## src/rtl/chicken_race_tracker.sv

```systemverilog
// -----------------------------------------------------------------------------
// chicken_race_tracker
//
// Turn and position tracker for the chicken-race board game. N players sit on a
// circular board of BOARD_LEN squares. A miss passes the turn to the next
// player. A hit advances the current player by `step` squares and keeps the
// turn. If the mover lands on a square another player occupies, the mover wins.
// The game then freezes until new_game or rst.
//
// Ports:
//   clk        in   system clock, rising edge
//   rst        in   asynchronous, active-high reset
//   start      in   pulse; leaves IDLE and begins play
//   new_game   in   pulse; synchronous clear back to IDLE (highest priority)
//   move_req   in   pulse; one guess result is presented (ignored while busy)
//   hit        in   qualifies move_req: 1 = correct guess, 0 = miss
//   step       in   squares to advance on a hit
//   cur_player out  player whose turn it is
//   pos_bus    out  player i position in bits [i*POS_W +: POS_W]
//   busy       out  high during the one-cycle collision check
//   move_ack   out  one-cycle pulse when a move is fully resolved
//   win        out  high once a player has won
//   winner     out  winning player, valid while win = 1
// -----------------------------------------------------------------------------
module chicken_race_tracker #(
    parameter  int NUM_PLAYERS = 3,
    parameter  int BOARD_LEN   = 24,
    parameter  int STEP_W      = 3,
    localparam int POS_W       = $clog2(BOARD_LEN),
    localparam int PID_W       = (NUM_PLAYERS > 1) ? $clog2(NUM_PLAYERS) : 1
) (
    input  logic                         clk,
    input  logic                         rst,
    input  logic                         start,
    input  logic                         new_game,
    input  logic                         move_req,
    input  logic                         hit,
    input  logic [STEP_W-1:0]            step,
    output logic [PID_W-1:0]             cur_player,
    output logic [NUM_PLAYERS*POS_W-1:0] pos_bus,
    output logic                         busy,
    output logic                         move_ack,
    output logic                         win,
    output logic [PID_W-1:0]             winner
);

    localparam int SPACING = BOARD_LEN / NUM_PLAYERS;

    typedef enum logic [1:0] {
        ST_IDLE,
        ST_PLAY,
        ST_CHECK,
        ST_WIN
    } state_e;

    state_e           state_q, state_d;
    logic [PID_W-1:0] cur_q, cur_d;
    logic [PID_W-1:0] winner_q, winner_d;
    logic [POS_W-1:0] pos_q [NUM_PLAYERS];
    logic [POS_W-1:0] pos_d [NUM_PLAYERS];
    logic             ack_q, ack_d;
    logic             win_q, win_d;

    logic [POS_W:0]   pos_sum;
    logic [POS_W-1:0] pos_wrapped;
    logic [PID_W-1:0] next_player;
    logic             collide;

    // Starting square for each player: evenly spaced around the board.
    function automatic logic [POS_W-1:0] home_pos(input int idx);
        return POS_W'(idx * SPACING);
    endfunction

    // Advance arithmetic. step < BOARD_LEN, so one conditional subtract is a
    // complete modulo reduction.
    always_comb begin
        pos_sum     = {1'b0, pos_q[cur_q]} + (POS_W+1)'(step);
        pos_wrapped = pos_sum[POS_W-1:0];
        if (pos_sum >= (POS_W+1)'(BOARD_LEN)) begin
            pos_wrapped = POS_W'(pos_sum - (POS_W+1)'(BOARD_LEN));
        end
    end

    assign next_player = (cur_q == PID_W'(NUM_PLAYERS - 1)) ? '0 : cur_q + PID_W'(1);

    // The mover's square is compared against everyone else. Positions are
    // pairwise distinct outside WIN, so any match is a fresh landing.
    always_comb begin
        collide = 1'b0;
        for (int j = 0; j < NUM_PLAYERS; j++) begin
            if ((PID_W'(j) != cur_q) && (pos_q[j] == pos_q[cur_q])) begin
                collide = 1'b1;
            end
        end
    end

    // Next-state and next-output logic.
    always_comb begin
        // NOTE: every variable gets a default before any branch, so no path
        // leaves a value unassigned and no latch is inferred.
        state_d  = state_q;
        cur_d    = cur_q;
        pos_d    = pos_q;
        ack_d    = 1'b0;
        win_d    = win_q;
        winner_d = winner_q;

        if (new_game) begin
            state_d  = ST_IDLE;
            cur_d    = '0;
            win_d    = 1'b0;
            winner_d = '0;
            for (int i = 0; i < NUM_PLAYERS; i++) begin
                pos_d[i] = home_pos(i);
            end
        end else begin
            unique case (state_q)
                ST_IDLE: begin
                    if (start) begin
                        state_d = ST_PLAY;
                    end
                end
                ST_PLAY: begin
                    if (move_req) begin
                        if (hit) begin
                            pos_d[cur_q] = pos_wrapped;
                            state_d      = ST_CHECK;
                        end else begin
                            cur_d = next_player;
                            ack_d = 1'b1;
                        end
                    end
                end
                ST_CHECK: begin
                    ack_d = 1'b1;
                    if (collide) begin
                        win_d    = 1'b1;
                        winner_d = cur_q;
                        state_d  = ST_WIN;
                    end else begin
                        state_d = ST_PLAY;
                    end
                end
                ST_WIN: begin
                    // Frozen until new_game or rst.
                end
                default: begin
                    state_d = ST_IDLE;
                end
            endcase
        end
    end

    // NOTE: sequential state uses non-blocking assignments only, so every flop
    // samples the pre-edge values computed above.
    always_ff @(posedge clk or posedge rst) begin
        if (rst) begin
            state_q  <= ST_IDLE;
            cur_q    <= '0;
            ack_q    <= 1'b0;
            win_q    <= 1'b0;
            winner_q <= '0;
            // NOTE: the position array is reset, unlike a data RAM, because
            // the distinct starting squares are part of the game state.
            for (int i = 0; i < NUM_PLAYERS; i++) begin
                pos_q[i] <= home_pos(i);
            end
        end else begin
            state_q  <= state_d;
            cur_q    <= cur_d;
            ack_q    <= ack_d;
            win_q    <= win_d;
            winner_q <= winner_d;
            pos_q    <= pos_d;
        end
    end

    genvar g;
    generate
        for (g = 0; g < NUM_PLAYERS; g++) begin : g_pos_bus
            assign pos_bus[g*POS_W +: POS_W] = pos_q[g];
        end
    endgenerate

    assign cur_player = cur_q;
    assign busy       = (state_q == ST_CHECK);
    assign move_ack   = ack_q;
    assign win        = win_q;
    assign winner     = winner_q;

endmodule

```

## config.mk

```make
export PLATFORM = sky130hd
export DESIGN_NAME = chicken_race_tracker
export DESIGN_NICKNAME = d
export VERILOG_FILES = /design/src/rtl/chicken_race_tracker.sv
export SDC_FILE = /design/constraint.sdc
export NUM_CORES = 1
export LEC_CHECK = 0
export ABC_AREA = 1
export ABC_CLOCK_PERIOD_IN_PS = 5600
export CORE_MARGIN = 5
export CORE_UTILIZATION = 50
export DETAILED_ROUTE_END_ITERATION = 7
export PLACE_DENSITY = 0.75
export REMOVE_ABC_BUFFERS = 1
export SYNTH_ARGS = -nofsm -noshare
export SYNTH_HDL_FRONTEND = slang
export SYNTH_SLANG_ARGS = --single-unit
```

## constraint.sdc

```tcl
create_clock -name clk -period 5.6 [get_ports clk]
set_clock_uncertainty 0.05 [all_clocks]
set_input_delay 1.12 -clock clk [delete_from_list [all_inputs] [get_ports clk]]
set_output_delay 1.12 -clock clk [all_outputs]
set_load 0.005 [all_outputs]
```

== After elaboration in Yosys (flattened, before gate mapping) ==
Cells that the tools add are included.

* Flip-flop bits (word level): 23
* Output and inout bits: 22
* Logic and storage cells: 78

* $add $sub $neg: 3
* Order comparisons: 3
* Equal/unequal tests: 12
* Muxes and demuxes: 35
* Bitwise gates (word level): 1
* Reductions and logical operators: 16

{| class="wikitable"
|+ Operators by type and width
! kind !! number
|-
| 2-to-1 mux 15 bit || 4
|-
| 2-to-1 mux 2 bit || 13
|-
| 2-to-1 mux 5 bit || 4
|-
| bitwise mux 15 bit || 1
|-
| equality test 5 bit || 3
|-
| nonzero test 2 bit || 6
|-
| binary-select mux 5 bit (select 2 bit) || 1
|-
| demux 5 bit (select 2 bit) || 1
|-
| 2-to-1 mux 1 bit || 9
|-
| != test 3 bit, second input constant || 3
|-
| adder 5 x 3 -> 6 bit || 1
|-
| >= comparator 6 x 5 -> 1 bit, second input constant || 1
|-
| case mux 2 bit (3 select lines) || 1
|-
| AND reduction 3 bit || 2
|-
| subtractor 5 bit, second input constant || 1
|-
| equality test 2 bit, second input constant || 2
|-
| logical AND 1 bit || 4
|-
| AND reduction 4 bit || 1
|-
| nonzero test 4 bit || 1
|-
| >= comparator 3 bit, second input constant || 1
|-
| less-than comparator 3 x 1 -> 1 bit, second input constant || 1
|-
| inverter 2 -> 3 bit || 1
|-
| adder 2 x 1 -> 2 bit, second input constant || 1
|-
| equality test 2 x 1 -> 1 bit, second input constant || 1
|-
| 6 further kinds || 6
|}

== Logic depth before layout (Yosys ltp) ==
* Depth in word-level cells: 12
* Mapped depth: 15

== Least setup slack after synthesis ==
No wires, ideal clock.

* Path kind: input port to flip-flop
* From: in step[0]
* To: reg pos_q, in the netlist pos_bus[3]
* Arrival: 2.343 ns
* Required time: 5.468 ns
* Path slack: 3.124 ns
* Stages on the path: 9
* Path buffers: 0
* Path through: ha_1 inv_1 fa_1 o21ai_0 nand2_1 xnor2_1 o21ai_1 inv_1 o22ai_1

* Cells in the longest elaborated chain, start to end: 8
* Elaborated cells on any way between the ends: 9
* Classes of those cells: add/sub (2); order compare (1); mux (6)

{| class="wikitable"
|+ Ends and longest elaborated chain
! element !! RTL line !! RTL
|-
| from (decl) || 38 || <nowiki>input logic [STEP_W-1:0] step,</nowiki>
|-
| adder 5 x 3 -> 6 bit (*) || 77 || <nowiki>pos_sum = {1'b0, pos_q[cur_q]} + (POS_W+1)'(step);</nowiki>
|-
| subtractor 5 bit / >= comparator 6 x 5 -> 1 bit (equally long branches) || 80, 79 ||
|-
| 2-to-1 mux 5 bit (*) || 79 || <nowiki>if (pos_sum >= (POS_W+1)'(BOARD_LEN)) begin</nowiki>
|-
| bitwise mux 15 bit (*) || 126 || <nowiki>pos_d[cur_q] = pos_wrapped;</nowiki>
|-
| 2-to-1 mux 15 bit (*) || 125 || <nowiki>if (hit) begin</nowiki>
|-
| 2-to-1 mux 15 bit (*) || 124 || <nowiki>if (move_req) begin</nowiki>
|-
| 2-to-1 mux 15 bit (*) || 117 || <nowiki>unique case (state_q)</nowiki>
|-
| 2-to-1 mux 15 bit (*) || 108 || <nowiki>if (new_game) begin</nowiki>
|-
| to (signal, indexed assignment) || 166 || <nowiki>pos_q[i] <= home_pos(i);</nowiki>
|-
| to (signal assigned) || 174 || <nowiki>pos_q <= pos_d;</nowiki>
|-
| to (decl) || 59 || <nowiki>logic [POS_W-1:0] pos_q [NUM_PLAYERS];</nowiki>
|}

Mark *: on every way between the ends. The rest lies on a longest branch, timed or not. The select of a mux whose other input is x is not followed.
A chain may end at the register's enable or synchronous reset.

== Worst setup path in the final report ==
* From: reg cur_q[0], in the netlist cur_player[0]
* To: out cur_player[0]

{| class="wikitable"
|+ RTL lines
! element !! RTL line !! RTL
|-
| from (decl) || 57 || <nowiki>logic [PID_W-1:0] cur_q, cur_d;</nowiki>
|-
| from (signal assigned) || 170 || <nowiki>cur_q <= cur_d;</nowiki>
|-
| to (decl) || 39 || <nowiki>output logic [PID_W-1:0] cur_player,</nowiki>
|}

No word-level cell between the ends.

==> flow_metrics.tcl <==
set metrics [dict create \
    synth_area_leaders "dfrtp_1 31%, nand2_1 13%, nand3_2 8.4%" \
    finalCriticalPeriod_ns 2.908 \
    port_buffers 30 \
    clock_path_buffers 2 \
    vias_per_cell 5.466 \
    power.density_mw_per_mm2 384.8 \
    drtIter0Drc 100 \
    synth_common_cells "58 x nand2_1, 33 x inv_1, 21 x dfrtp_1, 15 x nor2_1, 14 x nand3_2" \
    status "completed" \
    antenna_cells 0 \
    row_count 21 \
    synth-edff-count 0 \
    hold_buffers 0 \
    clock-sinks 23 \
    die_w_um 67.84 \
    max_freq_mhz 343.9 \
    multi_input_area_um2 924.6 \
    holdPathStages 2 \
    cts_tree "built" \
    initial_core_util_pct 50.93 \
    io_pins 31 \
    crit_family "flip-flops" \
    cts.repair.resized 0 \
    worstPathRequired_ns 4.43 \
    ir_worst_vdd_v 0.0001833 \
    synth.most_common_cell "nand2_1" \
    final_core_util_pct 61.83 \
    dpl_cell_area_mm2 0.002003 \
    finalSetupViolCount 0 \
    cpPeakStageDelay_ns 0.78 \
    cp.depth 1 \
    cp_cell_sequence "clkdlybuf4s50_1" \
    cts.root.buffer_cell "clkbuf_4" \
    start_kind "flip-flop" \
    worst_slew_pin_slew_ns 0.9147 \
    hold_viol 0 \
    ant_nets 0 \
    syn_avg_cell_area_um2 7.569 \
    seq_area_frac_synth_pct 34.55 \
    p_leak_uw 0.0009844 \
    nets 269 \
    max-slew-margin-rel_pct 38.95 \
    overflow 0 \
    maxCapViolations 0 \
    holdCritPathClass "flip-flop to flip-flop" \
    syn_area_mm2 0.001673 \
    final_area_mm2 0.002031 \
    netlist_instances 221 \
    cts_buffers 3 \
    cts.clk_slew.worst_paths_ns 0.13 \
    routed_wl_mm 4.464 \
    synth_top_area_share_pct 31.41 \
    drive_gt1_share_pct 13.89 \
    highest_layer "met4" \
    worstRegToRegCells 12 \
    grt_pass1_wl_mm 7.314 \
    core_area_mm2 0.003284 \
    dieHeight_um 67.84 \
    antenna_found_initial 0 \
    hpwl_mm 3.363 \
    yosysTopAreaCell "dfrtp_1" \
    cp-startpoint "cur_player[0]" \
    setup_ws_ns 2.692 \
    period_share_pct 51.93 \
    insertion_delay_ns 0.33 \
    synth_flop_cell "dfrtp_1" \
    num_vias 1629 \
    grt_use_total_pct 21.47 \
    yosys_warnings 0 \
    arrival_ns 1.74 \
    ys_ff_latch 23 \
    r2r-start "cur_player[0]" \
    synth_cell_types 30 \
    post_cts_buffers 0 \
    n_fill_cell 295 \
    criticalPathCategory "flip-flop to output port" \
    critPathCaptureType "output port" \
    slew_violations 0 \
    wire_per_inst_um 14.98 \
    seq_area_um2 578.1 \
    ctsHtreeMaxLevel 1 \
    rsz0062_at_grt "no" \
    met1Wirelength_mm 1.892 \
    globalplace.congestion 0.9185 \
    dr_wl_met3_um 460 \
    critPathSlowestCell "dfrtp_1" \
    grt_start_max_net_pins 24 \
    hp-start "winner[1]" \
    die_area_mm2 0.004602 \
    drc 0 \
    met2_length_mm 2.010 \
    postSynth.asyncResetShare_pct 100.0 \
    first_pass_iters 5 \
    finalSetupTns_ns 0 \
    post-place-ws_ns 2.481 \
    grt_pass1_vias 1528 \
    power_uw 781.4 \
    crit_buf_inv 1 \
    crit_fanout 11 \
    area_growth_pct 21.39 \
]
[report_power, final]
part | leakage [uW] | switching (uW) | total [uW] | internal [uW]
Combinational | 0.000661 | 251 | 441 | 190
Clock | 0.0000177 | 55.8 | 82.7 | 26.8
Sequential | 0.000306 | 49.5 | 257 | 208
[cells in the final DEF, fill, tap and decap left out, types with 2 or more instances in the layout]
cell             synthesis  layout
a21oi_1                  4       4
nor2_2                   2       2
inv_1                   33      33
dfrtp_1                 21      21
o21ai_0                  8       8
dfstp_2                  2       2
nand2_1                 58      58
a21oi_2                  2       2
nand3_2                 14      14
clkbuf_4                 0       3
clkdlybuf4s50_1          0      30
o22ai_1                 13      13
nand2_2                  5       5
nor2_1                  15      15
ha_1                     6       6
nand4_1                 10      10
o21ai_1                  2       2
xnor2_1                  2       2
nand3_1                 10      10
[sequential cells by signal, indices dropped and copies added, names as in the netlist]
signal and count:
pos_bus 15, state_q 2, cur_player 2, winner 2, win 1, move_ack 1
[worst paths after layout]
| path | slack [ns] | to |
|---|---|---|
| max reg2reg | 2.80 | pos_bus[13] |
| min in group asynchronous | 1.22 | state_q[0] |
| min | 0.47 | winner[1] |
| max in group asynchronous | 3.72 | winner[1] |
| min reg2reg | 0.47 | winner[1] |
| max | 2.69 | cur_player[0] |
[cell families (layout without fill, tap and decap cells)]
| group | Yosys count | count (layout) | synth area share (%) |
|---|---|---|---|
| and+or+nand+nor | 118 | 118 | 36.95 |
| buffers and inverters | 39 | 70 | 10.17 |
| AOI/OAI and AO/OA | 31 | 31 | 11.07 |
| DFF | 23 | 23 | 34.55 |
| adders and majority gates | 7 | 7 | 5.684 |
| xor gates and xnor gates | 3 | 3 | 1.571 |
[tightest hold or removal path, delay by kind of cell, from the launching register on]
family           cells  cell delay (ns)
DFF                  1             0.37
and+or+nand+nor      2             0.12
[layer usage]
layer	vias to the layer above	track usage [%]
li1	793	-
met1	748	29.91
met2	79	34.02
met3	9	2.956
met4	0	7.692
met5	-	0
[stage by stage]
| step | hold slack (ns) | cells |
|---|---|---|
| finish | 0.4685 | 298 |
| global route | 0.5098 | 298 |
| CTS | 0.4755 | 298 |
| detailed placement | 0.4453 | 294 |
| global placement | 0.4429 | 294 |
| floorplan | 0.4244 | 218 |
[final cells by class]
| type | count | share of cell area, % |
|---|---|---|
| clock buffers | 3 | 1.109 |
| clock inverters | 1 | 0.2465 |
| well taps | 46 | 2.834 |
| inverters | 36 | 7.024 |
| flip-flops and latches | 23 | 28.47 |
| multi-input cells | 159 | 45.53 |
| repair buffers | 30 | 14.79 |
Power figures use the tool's default switching activity.
